### config.mk
export PLATFORM = sky130hd
export DESIGN_NAME = lectura_rtc
export DESIGN_NICKNAME = d
export VERILOG_FILES = /design/src/rtl/lectura_rtc.sv
export SDC_FILE = /design/constraint.sdc
export NUM_CORES = 1
export LEC_CHECK = 0
export ABC_AREA = 1
export BUFFER_PORTS_ARGS = -buffer_cell sky130_fd_sc_hd__buf_2
export CAP_MARGIN = 20
export CORE_ASPECT_RATIO = 0.5
export CORE_MARGIN = 5
export CORE_UTILIZATION = 34
export DETAILED_ROUTE_END_ITERATION = 12
export PLACE_DENSITY_LB_ADDON = 0.2
export SETUP_SLACK_MARGIN = 0.05
export SLEW_MARGIN = 20
export SYNTH_ARGS = -nofsm -noshare
export SYNTH_HDL_FRONTEND = slang
export SYNTH_SLANG_ARGS = --single-unit
### constraint.sdc
create_clock -name clk -period 2.85 [get_ports clk]
set_input_delay 0.7125 -clock clk [delete_from_list [all_inputs] [get_ports clk]]
set_output_delay 0.7125 -clock clk [all_outputs]
set_load 0.01 [all_outputs]
### src/rtl/lectura_rtc.sv
// lectura_rtc: read-side bus engine for a parallel multiplexed AD/CS/RD/WR RTC.
// Issues the transfer command, reads NREG consecutive registers into shadow
// storage and, only once the whole sweep finished, copies them to the snapshot
// outputs so the display never sees a torn time/date.
//
// Ports:
//   clk, rst (async, active-low)   clocking / reset
//   en          bus grant from the arbiter; sampled at start and at phase ends
//   start       one-cycle sweep request (ignored while busy)
//   data_in     RTC read data
//   addr_out    address/command driven while bus_oe=1
//   bus_oe, AD, CS, RD, WR          bus controls (AD: 0=address, strobes active-low)
//   seg..anio   snapshot of registers BASE_ADDR+0..+5
//   busy        sweep in progress
//   done        one-cycle pulse when the snapshot updates
module lectura_rtc #(
  parameter int unsigned PH_SET    = 2,
  parameter int unsigned PH_ACT    = 6,
  parameter int unsigned PH_HOLD   = 2,
  parameter logic [7:0]  CMD       = 8'hF0,
  parameter logic [7:0]  BASE_ADDR = 8'h21,
  parameter int unsigned NREG      = 6
) (
  input  logic       clk,
  input  logic       rst,
  input  logic       en,
  input  logic       start,
  input  logic [7:0] data_in,
  output logic [7:0] addr_out,
  output logic       bus_oe,
  output logic       AD,
  output logic       CS,
  output logic       RD,
  output logic       WR,
  output logic [7:0] seg,
  output logic [7:0] min,
  output logic [7:0] hora,
  output logic [7:0] dia,
  output logic [7:0] mes,
  output logic [7:0] anio,
  output logic       busy,
  output logic       done
);

  localparam int unsigned NBuf = (NREG > 6) ? NREG : 6;
  localparam int unsigned IdxW = $clog2(NBuf);

  localparam logic [7:0]      SetLoad  = 8'(PH_SET - 1);
  localparam logic [7:0]      ActLoad  = 8'(PH_ACT - 1);
  localparam logic [7:0]      HoldLoad = 8'(PH_HOLD - 1);
  localparam logic [IdxW-1:0] LastIdx  = IdxW'(NREG - 1);

  typedef enum logic [2:0] {StIdle, StCmdAddr, StRegAddr, StRegRead, StDone} state_e;
  typedef enum logic [1:0] {SubSet, SubAct, SubHold} sub_e;

  state_e          state_q, state_d;
  sub_e            sub_q, sub_d;
  logic [7:0]      cnt_q, cnt_d;
  logic [IdxW-1:0] idx_q, idx_d;

  logic [7:0] shadow_q [NBuf];
  logic [7:0] snap_q   [6];

  logic [7:0] addr_q, addr_d;
  logic       oe_q, oe_d, ad_q, ad_d, cs_q, cs_d, rd_q, rd_d, wr_q, wr_d;
  logic       busy_q, busy_d, done_q, done_d;
  logic       sample, load_snap;
  logic       in_addr, in_bus, act;

  // Next-state: one down-counter walks SET -> ACT -> HOLD; phase decisions at HOLD end.
  always_comb begin
    state_d = state_q;
    sub_d   = sub_q;
    cnt_d   = cnt_q;
    idx_d   = idx_q;
    case (state_q)
      StIdle, StDone: begin
        state_d = StIdle;
        if (start && en) begin
          state_d = StCmdAddr;
          sub_d   = SubSet;
          cnt_d   = SetLoad;
          idx_d   = '0;
        end
      end
      default: begin
        if (cnt_q != 8'd0) begin
          cnt_d = cnt_q - 8'd1;
        end else begin
          unique case (sub_q)
            SubSet: begin
              sub_d = SubAct;
              cnt_d = ActLoad;
            end
            SubAct: begin
              sub_d = SubHold;
              cnt_d = HoldLoad;
            end
            default: begin
              sub_d = SubSet;
              cnt_d = SetLoad;
              if (!en) begin
                // Grant lost: finish cleanly and drop the partial sweep.
                state_d = StIdle;
              end else begin
                case (state_q)
                  StCmdAddr: begin
                    state_d = StRegAddr;
                    idx_d   = '0;
                  end
                  StRegAddr: state_d = StRegRead;
                  default: begin
                    if (idx_q == LastIdx) begin
                      state_d = StDone;
                    end else begin
                      idx_d   = idx_q + IdxW'(1);
                      state_d = StRegAddr;
                    end
                  end
                endcase
              end
            end
          endcase
        end
      end
    endcase
  end

  assign sample    = (state_q == StRegRead) && (sub_q == SubAct) && (cnt_q == 8'd0);
  assign load_snap = (state_q == StRegRead) && (state_d == StDone);

  // Bus outputs are registered from the next state so they line up with state_q.
  always_comb begin
    in_addr = (state_d == StCmdAddr) || (state_d == StRegAddr);
    in_bus  = in_addr || (state_d == StRegRead);
    act     = in_bus && (sub_d == SubAct);
    addr_d  = 8'h00;
    if (state_d == StCmdAddr)      addr_d = CMD;
    else if (state_d == StRegAddr) addr_d = BASE_ADDR + 8'(idx_d);
    oe_d   = in_addr;
    ad_d   = !in_addr;
    cs_d   = !act;
    wr_d   = !(act && in_addr);
    rd_d   = !(act && (state_d == StRegRead));
    busy_d = in_bus;
    done_d = (state_d == StDone);
  end

  always_ff @(posedge clk or negedge rst) begin
    if (!rst) begin
      state_q <= StIdle;
      sub_q   <= SubSet;
      cnt_q   <= 8'd0;
      idx_q   <= '0;
      addr_q  <= 8'h00;
      oe_q    <= 1'b0;
      ad_q    <= 1'b1;
      cs_q    <= 1'b1;
      rd_q    <= 1'b1;
      wr_q    <= 1'b1;
      busy_q  <= 1'b0;
      done_q  <= 1'b0;
    end else begin
      state_q <= state_d;
      sub_q   <= sub_d;
      cnt_q   <= cnt_d;
      idx_q   <= idx_d;
      addr_q  <= addr_d;
      oe_q    <= oe_d;
      ad_q    <= ad_d;
      cs_q    <= cs_d;
      rd_q    <= rd_d;
      wr_q    <= wr_d;
      busy_q  <= busy_d;
      done_q  <= done_d;
    end
  end

  always_ff @(posedge clk or negedge rst) begin
    if (!rst) begin
      for (int k = 0; k < int'(NBuf); k++) shadow_q[k] <= 8'h00;
      for (int k = 0; k < 6; k++) snap_q[k] <= 8'h00;
    end else begin
      if (sample) shadow_q[idx_q] <= data_in;
      if (load_snap) begin
        for (int k = 0; k < 6; k++) snap_q[k] <= shadow_q[k];
      end
    end
  end

  assign addr_out = addr_q;
  assign bus_oe   = oe_q;
  assign AD       = ad_q;
  assign CS       = cs_q;
  assign RD       = rd_q;
  assign WR       = wr_q;
  assign busy     = busy_q;
  assign done     = done_q;
  assign seg      = snap_q[0];
  assign min      = snap_q[1];
  assign hora     = snap_q[2];
  assign dia      = snap_q[3];
  assign mes      = snap_q[4];
  assign anio     = snap_q[5];

endmodule

## Word-level counts from Yosys, hierarchy flattened

Index checks and enable logic that the tools add are counted.

- Output and inout port bits: 63
- Logic and storage cells: 89
- Input port bits: 12
- Flip-flop bits (word level): 127

- Add/sub/neg operators: 3
- Magnitude comparators: 2
- Reductions and logical operators: 20
- Multiplexer cells: 27
- Bitwise logic cells: 1
- Equal/unequal tests: 12

Operators by type and width:

| operator | count |
|---|---|
| $bwmux 48 | 1 |
| $mux 8 | 5 |
| $mux 3 | 12 |
| $demux 8 s3 | 1 |
| $eq 3x2->1 const B | 4 |
| $pmux 3 s2 | 2 |
| $eq 3x3->1 const B | 3 |
| $logic_and 1x1->1 | 8 |
| $logic_not 8->1 | 1 |
| $reduce_bool 8->1 | 1 |
| $sub 8x1->8 const B | 1 |
| $add 6x3->7 const A | 1 |
| $mux 7 | 1 |
| $eq 3x1->1 const B | 2 |
| $mux 2 | 3 |
| $eq 2x1->1 const B | 2 |
| $ge 4x4->1 const B | 1 |
| $logic_not 1->1 | 4 |
| $lt 4x1->1 const B | 1 |
| $not 3->4 | 1 |
| $pmux 2 s2 | 1 |
| $reduce_or 2->1 | 2 |
| $add 3x1->3 const B | 1 |
| $logic_not 3->1 | 1 |
| other kinds (4) | 5 |

## Depth between registers and ports, before layout

- Depth after elaboration: 13
- Depth in mapped cells: 14
- Depth with buffers taken out: 14

## Worst setup path after synthesis

OpenSTA, ideal clock, no wires.

- Kind: flip-flop to flip-flop
- From: register idx_q[0]
- To: register addr_q[2], in the netlist addr_out[2]
- Slack: 0.956 ns
- Clock period less this slack: 1.894 ns
- Required time: 2.728 ns
- Cell stages (with the launch flop): 13
- Arrival time: 1.772 ns
- Setup time: 0.122 ns
- Path through: dfrtp_1 > ha_1 > nand2_1 > inv_1 > o21ai_0 > nand3_1 > nand3_1 > nand2_1 > ha_1 > inv_1 > nand3_1 > nand2_1 > nor2_1

- Longest elaborated chain between the ends: 10
- Elaborated cells between the ends (all ways): 20
- Classes of those cells: add/sub (2); eq/ne (3); mux (15)

RTL lines:

| what | line | RTL |
|---|---|---|
| from (decl) | 59 | `logic [IdxW-1:0] idx_q, idx_d;` |
| from (signal assigned) | 167 | `idx_q <= idx_d;` |
| $add 3x1->3 / $eq 3x3->1 (equally long branches) | 116, 113 |  |
| $mux 3 | 113 | `if (idx_q == LastIdx) begin` |
| $pmux 3 s2 | 106 | `case (state_q)` |
| $mux 3 | 102 | `if (!en) begin` |
| $mux 3 | 90 | `unique case (sub_q)` |
| $mux 3 | 87 | `if (cnt_q != 8'd0) begin` |
| $mux 3 * | 76 | `case (state_q)` |
| net idx_d[0] | 59 |  |
| $add 6x3->7 * | 139 | `else if (state_d == StRegAddr) addr_d = BASE_ADDR + 8'(idx_d);` |
| $mux 7 * | 139 |  |
| $mux 8 * | 138 | `if (state_d == StCmdAddr) addr_d = CMD;` |
| net addr_d[2] | 64 | `logic [7:0] addr_q, addr_d;` |
| to (signal assigned) | 168 | `addr_q <= addr_d;` |
| to (decl) | 64 |  |

The timed path passes the listed nets; every way through them passes the cells marked *.
A chain may end at the register's enable or synchronous reset.

## Final worst setup path

Same ends and word-level chain as after synthesis.

==> results.ini <==
[outcome]
status = finished, final reports clean

[route]
drtIter0Drc = 221
route.antenna.remaining_nets = 0
viasPerCell = 4.39
detail_route.drc_violations = 0
dr.pass1.iters = 4
vias = 3682
wirelength_mm = 11.3
wire_per_inst_um = 13.5

[yosys]
yosys.area_share.simple_pct = 18.4
synthXorXnorAreaFrac_pct = 0.676
synth_edf_count = 0
synth_area_mm2 = 0.00518
synthMuxAreaShare_pct = 0
synth_compound_area_share_pct = 10.7
synth_top_family_by_area = simple AND/OR/NAND/NOR gates
ys_seq_elements = 125
synth_fa_ha_area_share_pct = 1.21
seq_area_frac_synth_pct = 60.5
syn_nets = 567
yosys_warnings = 0
synth.distinct_cells = 29
synth_cells = 550
synth-async-reset-ratio_pct = 100
syn_avg_cell_area_um2 = 9.42
yosys_most_used_dff = dfrtp_1

[floorplan]
coreArea_mm2 = 0.0147
rows = 31
start_util_pct = 35.2
die_h_um = 97.3
dieArea_mm2 = 0.0180
die_w_um = 185
io_pins = 75

[worst_setup_path]
crit_chain = ha_1, nand2_1, inv_1, o21ai_0, nand3_1, nand3_1, nand2_1, ha_1, inv_1, nand3_1, nand2_1, nor2_1
critPathKind = register to register
crit_path_start_kind = register
critical_path.startpoint = idx_q[0]
cpMaxStageDelayCell = dfrtp_1
r2r-start = idx_q[0]
cp-end-kind = register
cp.arrival_ps = 2390
critPathMaxStageDelay_ps = 520
required_ps = 3140
crit_fanout = 8

[clocking]
clockRootBuffer = clkbuf_16
h-tree-depth = 4
cts_made_buffers = 17
cts.sinks = 125
post_cts_buffers = 0
cts_hold_buf = 0
clk_latency_ps = 410
cts_tree = yes
cts.clk_slew.worst_paths_ps = 60
max-clock-path-buffers = 2
ctsResizeCount = 0

[sta]
fmax_ghz = 0.478
fin_setup_tns_ps = 0
worst_pin_slew_ps = 593
hold_slack_ps = 168
finalWorstSetupSlack_ps = 757
fin_crit_ps = 2090
timing.slew.headroom_pct = 60.3
setup_viol = 0
clock-skew-final_ps = 9.34
finalCritPeriodShare_pct = 73.4
rsz0062_at_grt = no
hold_viol = 0
maxSlewViolCount = 0

[finish]
fillers = 1468
final_cell_mix = nand2_1 (150), dfrtp_1 (121), inv_1 (82)
antenna_cells = 0
nets = 645
final_common_cell = nand2_1
multi_input_area_mm2 = 0.00160
final_util_pct = 43.0
seq_area_mm2 = 0.00313
drive_gt1_share_pct = 20.1
areaGrowthSynthToFinish_pct = 22.1

[pwr]
p_leak_nw = 3.36
peakVddDrop_v = 0.000403
power_density_mw_per_mm2 = 629

[grt]
grt_pass1_wl_mm = 19.5
grt_overflow = 0
grt_pass1_vias = 3771
grt_max_degree = 97
track_usage_pct = 13.7
antenna_found_initial = 0

[placement]
dp_slack_ps = 751
place.gp.congestion = 0.814
place.port_buffers = 74
dp_hpwl_mm = 7.63

[job]
cap_violations = 0

[hold_path]
min_path_type = input port to asynchronous set/reset pin

==> kinds of logic after synthesis <==
| logic type | Yosys count |
|---|---|
| flip-flops | 125 |
| AND/OR/NAND/NOR | 205 |
| XOR/XNOR | 4 |
| adder cells (fa/ha/maj) | 5 |
| AO/OA/AOI/OAI | 109 |
| buffers and inverters | 102 |
==> stage by stage <==
stage / total power [mW] / cells / area [um2]
floorplan: 1.81 / 550 / 5180
global route: 4.12 / 839 / 6320
detailed placement: 1.88 / 807 / 5740
global placement: 1.88 / 807 / 5740
finish: 3.98 / 839 / 6320
CTS: 4.04 / 839 / 6320
==> power by group <==
part	switching [mW]	internal (mW)	total, mW
Combinational	0.0548	0.0128	0.0676
Clock	0.777	1.35	2.13
Sequential	0	1.78	1.78
==> cells in the mapped netlist, types with 4 or more instances <==
cell type | n | share of area (%)
buf_6 | 5 | 1.1
nand2_1 | 150 | 11
nor3_4 | 6 | 1.9
nand3_1 | 14 | 1.4
o21ai_1 | 41 | 4.0
ha_1 | 5 | 1.2
buf_2 | 9 | 0.87
o21ai_0 | 62 | 6.0
inv_1 | 82 | 5.9
o22ai_1 | 4 | 0.48
dfrtp_1 | 121 | 58
nor2_1 | 19 | 1.4
dfstp_2 | 4 | 2.0
nand4_1 | 4 | 0.48
==> final timing paths <==
| kind | endpoint | slack (ps) | cells after the start |
|---|---|---|---|
| max | addr_out[2] | 760 | 12 |
| min | dia[5] | 170 | 1 |
| max reg2reg | addr_out[2] | 760 | 12 |
| min reg2reg | seg[7] | 480 | 2 |
| max in group asynchronous | RD | 1990 | 2 |
| min in group clk | seg[7] | 480 | 2 |
==> per-layer routing <==
metal / share of wire (%) / vias up / GRT usage (%)
met5: 0 / - / 0
met4: 1.3 / 0 / 5.39
met3: 3.8 / 12 / 4.08
met2: 44 / 52 / 20.1
met1: 50 / 1731 / 19.1
li1: - / 1887 / -
==> registers in the layout (all words and copies together) (netlist names), 3 cells and up <==
signal,count
cnt_q,8
shadow_q,48
hora,8
anio,8
dia,8
addr_out,6
seg,8
idx_q,3
mes,8
min,8
state_q,3
==> cell type report <==
type                       instances  share of cell area [%]
clock inverter                    10                    1.78
tap                              198                    3.92
sequential                       125                    49.5
timing repair buffer              78                    6.96
clock buffer                      22                    7.50
multi-input combinational        323                    25.4
inverter                          83                    4.93
==> worst max-delay path, delay by kind of cell (launching register included) <==
family,cells,cell delay (ps)
simple gates,7,610
flops,1,520
fa+ha+maj,2,490
compound gates,1,210
buf+inv,2,130
Power figures use the tool's default switching activity.
